$ cat src/rtl/prio_enc_rr_if.sv
// Request/result bundle for prio_enc_rr: request vector and mode towards the
// encoder, registered winner back to the consumer behind valid/ready.
interface prio_enc_rr_if #(
    parameter int unsigned N = 8
);
    localparam int unsigned IW = $clog2(N);

    logic [N-1:0]  req;
    logic          mode;
    logic          out_ready;
    logic          out_valid;
    logic [IW-1:0] out_idx;
    logic [N-1:0]  out_onehot;

    modport master (
        output req,
        output mode,
        output out_ready,
        input  out_valid,
        input  out_idx,
        input  out_onehot
    );

    modport slave (
        input  req,
        input  mode,
        input  out_ready,
        output out_valid,
        output out_idx,
        output out_onehot
    );
endinterface

$ cat src/rtl/prio_enc_rr.sv
// Registered N-input priority encoder, fixed (highest index wins) or
// round-robin priority, with the result held behind a valid/ready handshake.
module prio_enc_rr #(
    parameter int unsigned N = 8
) (
    input  logic         clk,
    input  logic         rst_n,
    prio_enc_rr_if.slave bus
);
    localparam int unsigned    IW      = $clog2(N);
    localparam logic [IW-1:0]  PTR_TOP = IW'(N - 1);

    typedef enum logic {
        MODE_FIXED = 1'b0,
        MODE_RR    = 1'b1
    } mode_e;

    logic          valid_q,  valid_d;
    logic [IW-1:0] idx_q,    idx_d;
    logic [N-1:0]  onehot_q, onehot_d;
    mode_e         tag_q,    tag_d;
    logic [IW-1:0] ptr_q,    ptr_d;

    logic          load;
    logic          accept;
    logic [N-1:0]  low_mask;
    logic [N-1:0]  req_low;
    logic          any_req;
    logic          any_low;
    logic [IW-1:0] top_all;
    logic [IW-1:0] top_low;
    logic [IW-1:0] winner;

    function automatic logic [IW-1:0] highest_set(input logic [N-1:0] v);
        logic [IW-1:0] r;
        r = '0;
        for (int unsigned i = 0; i < N; i++) begin
            if (v[i]) begin
                r = IW'(i);
            end
        end
        return r;
    endfunction

    assign load   = !valid_q || bus.out_ready;
    assign accept = valid_q && bus.out_ready;

    // Round-robin order ptr..0 then N-1..ptr+1 equals: highest request at or
    // below ptr if any, otherwise highest request overall.
    always_comb begin
        low_mask = '0;
        for (int unsigned i = 0; i < N; i++) begin
            low_mask[i] = (IW'(i) <= ptr_q);
        end
        req_low = bus.req & low_mask;
        any_req = |bus.req;
        any_low = |req_low;
        top_all = highest_set(bus.req);
        top_low = highest_set(req_low);
        if ((mode_e'(bus.mode) == MODE_RR) && any_low) begin
            winner = top_low;
        end else begin
            winner = top_all;
        end
    end

    always_comb begin
        valid_d  = valid_q;
        idx_d    = idx_q;
        onehot_d = onehot_q;
        tag_d    = tag_q;
        ptr_d    = ptr_q;

        // Pointer follows the tag of the result being accepted; the capture
        // below still uses ptr_q, so the two updates do not interact.
        if (accept && (tag_q == MODE_RR)) begin
            ptr_d = (idx_q == '0) ? PTR_TOP : (idx_q - IW'(1));
        end

        if (load) begin
            valid_d  = any_req;
            idx_d    = '0;
            onehot_d = '0;
            tag_d    = MODE_FIXED;
            if (any_req) begin
                idx_d            = winner;
                onehot_d[winner] = 1'b1;
                tag_d            = mode_e'(bus.mode);
            end
        end
    end

    always_ff @(posedge clk) begin
        if (!rst_n) begin
            valid_q  <= 1'b0;
            idx_q    <= '0;
            onehot_q <= '0;
            tag_q    <= MODE_FIXED;
            ptr_q    <= PTR_TOP;
        end else begin
            valid_q  <= valid_d;
            idx_q    <= idx_d;
            onehot_q <= onehot_d;
            tag_q    <= tag_d;
            ptr_q    <= ptr_d;
        end
    end

    assign bus.out_valid  = valid_q;
    assign bus.out_idx    = idx_q;
    assign bus.out_onehot = onehot_q;
endmodule
$ cat src/flat_wrapper.sv
// flat-port wrapper written by rule: the top's interface ports become plain ports
module prio_enc_rr_flat 
#(
    parameter int unsigned N = 8
)
  (clk, rst_n, bus_req, bus_mode, bus_out_ready, bus_out_valid, bus_out_idx, bus_out_onehot);
  prio_enc_rr_if #(.N(N)) bus_i ();
  input  logic clk;
  input  logic rst_n;
  input wire logic [$bits(bus_i.req)-1:0] bus_req;
  input wire logic [$bits(bus_i.mode)-1:0] bus_mode;
  input wire logic [$bits(bus_i.out_ready)-1:0] bus_out_ready;
  output wire logic [$bits(bus_i.out_valid)-1:0] bus_out_valid;
  output wire logic [$bits(bus_i.out_idx)-1:0] bus_out_idx;
  output wire logic [$bits(bus_i.out_onehot)-1:0] bus_out_onehot;
  assign bus_i.req = bus_req;
  assign bus_i.mode = bus_mode;
  assign bus_i.out_ready = bus_out_ready;
  assign bus_out_valid = bus_i.out_valid;
  assign bus_out_idx = bus_i.out_idx;
  assign bus_out_onehot = bus_i.out_onehot;
  prio_enc_rr #(.N(N)) u_core (.clk(clk), .rst_n(rst_n), .bus(bus_i));
endmodule
$ cat config.mk
export PLATFORM = sky130hd
export DESIGN_NAME = prio_enc_rr_flat
export DESIGN_NICKNAME = d
export VERILOG_FILES = /design/src/rtl/prio_enc_rr_if.sv /design/src/rtl/prio_enc_rr.sv /design/src/flat_wrapper.sv
export SDC_FILE = /design/constraint.sdc
export NUM_CORES = 1
export LEC_CHECK = 0
export ABC_AREA = 1
export ABC_CLOCK_PERIOD_IN_PS = 2000
export CAP_MARGIN = 5
export CORE_AREA = 3 3 49 51
export DETAILED_ROUTE_END_ITERATION = 10
export DIE_AREA = 0 0 52 54
export HOLD_SLACK_MARGIN = 0.03
export PLACE_DENSITY = 0.76
export SYNTH_ARGS = -nofsm -noshare
export SYNTH_HDL_FRONTEND = slang
export SYNTH_SLANG_ARGS = --single-unit
export TNS_END_PERCENT = 100
$ cat constraint.sdc
create_clock -name clk -period 2 [get_ports clk]
set_clock_uncertainty 0.1 [all_clocks]
set_input_delay 0.4 -clock clk [delete_from_list [all_inputs] [get_ports clk]]
set_output_delay 0.4 -clock clk [all_outputs]
set_load 0.03 [all_outputs]
==> impl_metrics.ini <==
[clock_network]
cts_made_buffers = 3
cts_tree = yes
cts.sinks = 16
clk_latency_ns = 0.29
cts_htree_levels = 1
cts.clk_slew.worst_paths_ns = 0.10
clk_path_buf_depth = 2
cts_root_buf = clkbuf_4
cts_hold_buf = 0

[critical_path]
path_delay_family = simple AND/OR/NAND/NOR gates
crit_fanout = 6
cp.arrival_ns = 1.98
criticalPathCategory = primary input to register
path_buf_inv = 1
cpMostUsedCell = nand2_1
cpPeakStageDelay_ns = 0.50
worst_ep_required_time_ns = 2.13
start_kind = primary input
endpoint_kind = register
cp_slowest_cell = clkdlybuf4s50_1
path_cells = clkdlybuf4s50_1 > nand2_1 > o21ai_2 > nor2_4 > nand2_4 > nand2_4 > nand2_1 > nand2_1 > nor2_1 > nand3_1 > a21oi_1

[finish]
fin_area_mm2 = 0.001323
seqCellArea_um2 = 320.3
drive_above_1_share_pct = 12.17
fillers = 194
fin_cells = 216
synthToLayoutAreaGrowth_pct = 39.45
finalCoreUtilization_pct = 66.73
nets = 204
num_antenna_cells = 0
multiInputGateArea_um2 = 553.0

[job]
drv_cap = 0

[die]
start_util_pct = 47.85
die-area_mm2 = 0.002808
pin_count = 24
die_h_um = 54
num_rows = 16
core-area_mm2 = 0.001982
die_x_um = 52

[yosys]
ys.flop_type = dfxtp_1
yosysTopAreaCellShare_pct = 33.77
async_flop_share_pct = 0
synthTopCellsByCount = 41 x nand2_1, 28 x nor2_1, 21 x inv_1, 16 x dfxtp_1, 14 x a21oi_1
synth_compound_area_share_pct = 13.59
synth_adder_area_share_pct = 2.639
synth_edf_count = 0
ys_types = 18
synthMuxAreaShare_pct = 0
yosys.area_share.simple_pct = 40.90
synth_xor_area_share_pct = 0
synth.area.top_cells = dfxtp_1 34%, nand2_1 16%, nor2_1 11%
synth_top_cell_by_area = dfxtp_1
ys_warn_count = 0
ys_seq_area_share_pct = 33.77
synth.most_common_cell = nand2_1
synth_top_family_by_area = simple AND/OR/NAND/NOR gates
netlist_area_um2 = 948.4
syn_area_per_cell_um2 = 6.119
synthCells = 155
ys_ff_latch = 16
syn_nets = 169

[drt]
first_pass_iters = 4
drc = 0
first_iter_violations = 33
via_count = 1068
wl_per_cell_um = 11.52
detail-route-antenna-nets = 0
routed_wl_mm = 2.489
vias_per_cell = 4.944

[timing]
slew_viol_final = 0
setup_viol = 0
min_period_ns = 1.853
hold_viol = 0
slew_headroom_pct = 68.45
period_share_pct = 92.67
tightest_slew_ns = 0.4728
max_clock_freq_mhz = 539.6

[grt]
antenna_found_initial = 0
grt_pass1_wl_mm = 3.760
grt_max_degree = 17
grt_pass1_vias = 950
grt_usage_pct = 18.18
overflow = 0

[placement]
dp.cells = 211
post-dp-hpwl_mm = 1.915
postPlaceCellArea_mm2 = 0.001265
portBuffers = 23
gp_congestion = 0.8859

[power_and_ir_drop]
powerDensity_mw_per_mm2 = 592.2
ir_worst_vdd_mv = 0.5013
power.leakage_nw = 0.6336
p_total_mw = 0.7832

[run_status]
status = finished clean

[worst_hold_path]
hold_path.class = register to register
## routing by layer
metal	part of all wire [%]	global-route usage [%]	wire length, um
met1	44	20.17	1101
met2	49	32.43	1226
met3	4.4	3.878	110
met4	2.0	9.607	50
met5	0	0	0
## timing repair
item                                    CTS  global route
endpoints found under the setup margin    0             8
buffers inserted                          0             1
resized for setup                         0             4
## cells by family (layout without fill, tap and decap cells)
logic type / count (synthesis) / in the layout
simple gates: 90 / 90
compound gates: 24 / 24
buf+inv: 23 / 57
flops: 16 / 16
fa+ha+maj: 2 / 2
## area by class of cell
cell class                 count  area share [%]
inverter                      21           5.960
clock buffer                   4           2.744
tap                           27           2.554
sequential                    16           24.22
timing repair buffer          32           22.71
multi-input combinational    116           41.82
## path summary, 6_finish.rpt
path / start / end / slack (ns) / cells past startpoint
worst max-delay path: bus_req[7] / u_core.bus.out_onehot[0] / 0.15 / 11
worst min-delay path: u_core.bus.out_onehot[4] / u_core.bus.out_onehot[4] / 0.37 / 2
worst max register to register: u_core.ptr_q[1] / u_core.bus.out_idx[0] / 0.23 / 12
worst min register to register: u_core.bus.out_onehot[4] / u_core.bus.out_onehot[4] / 0.37 / 2
## layout by cell type, fill, tap and decap left out, drive strengths merged
| cell | n |
|---|---|
| a21o | 1 |
| o21a | 1 |
| dfxtp | 16 |
| ha | 2 |
| inv | 21 |
| clkbuf | 4 |
| buf | 9 |
| a21oi | 14 |
| clkdlybuf4s50 | 22 |
| nor2 | 30 |
| dlymetal6s2s | 1 |
| nand3 | 14 |
| o21ai | 8 |
| nor4 | 1 |
| nand2 | 45 |
## power breakdown
| part | switching, mW | internal (mW) | leakage, nW |
|---|---|---|---|
| registers | 0.0117 | 0.335 | 0.131 |
| logic | 0.123 | 0.0921 | 0.481 |
| clock network | 0.111 | 0.111 | 0.0210 |
## flip-flops by register name, indices dropped and copies added (netlist names)
| name | cells |
|---|---|
| u_core.bus.out_valid | 1 |
| u_core.bus.out_idx | 3 |
| u_core.bus.out_onehot | 8 |
| u_core.ptr_q | 3 |
| u_core.tag_q | 1 |
## metrics by stage
step | TNS, ns | setup slack (ns) | hold slack, ns
after floorplan | 0 | 0.3858 | 0.3456
after global placement | -1.105 | -0.1513 | 0.3534
after detailed placement | -1.873 | -0.2202 | 0.3612
after CTS | 0 | 0.08844 | 0.3780
after global routing | -0.004035 | -0.004035 | 0.3973
final | 0 | 0.1466 | 0.3730
## tightest hold or removal path, stage by stage, from the launching register on
cell and delay [ns]:
dfxtp_1 0.32, nand2_1 0.06, a21oi_1 0.05
No activity file was read; power rests on OpenSTA's default activity.
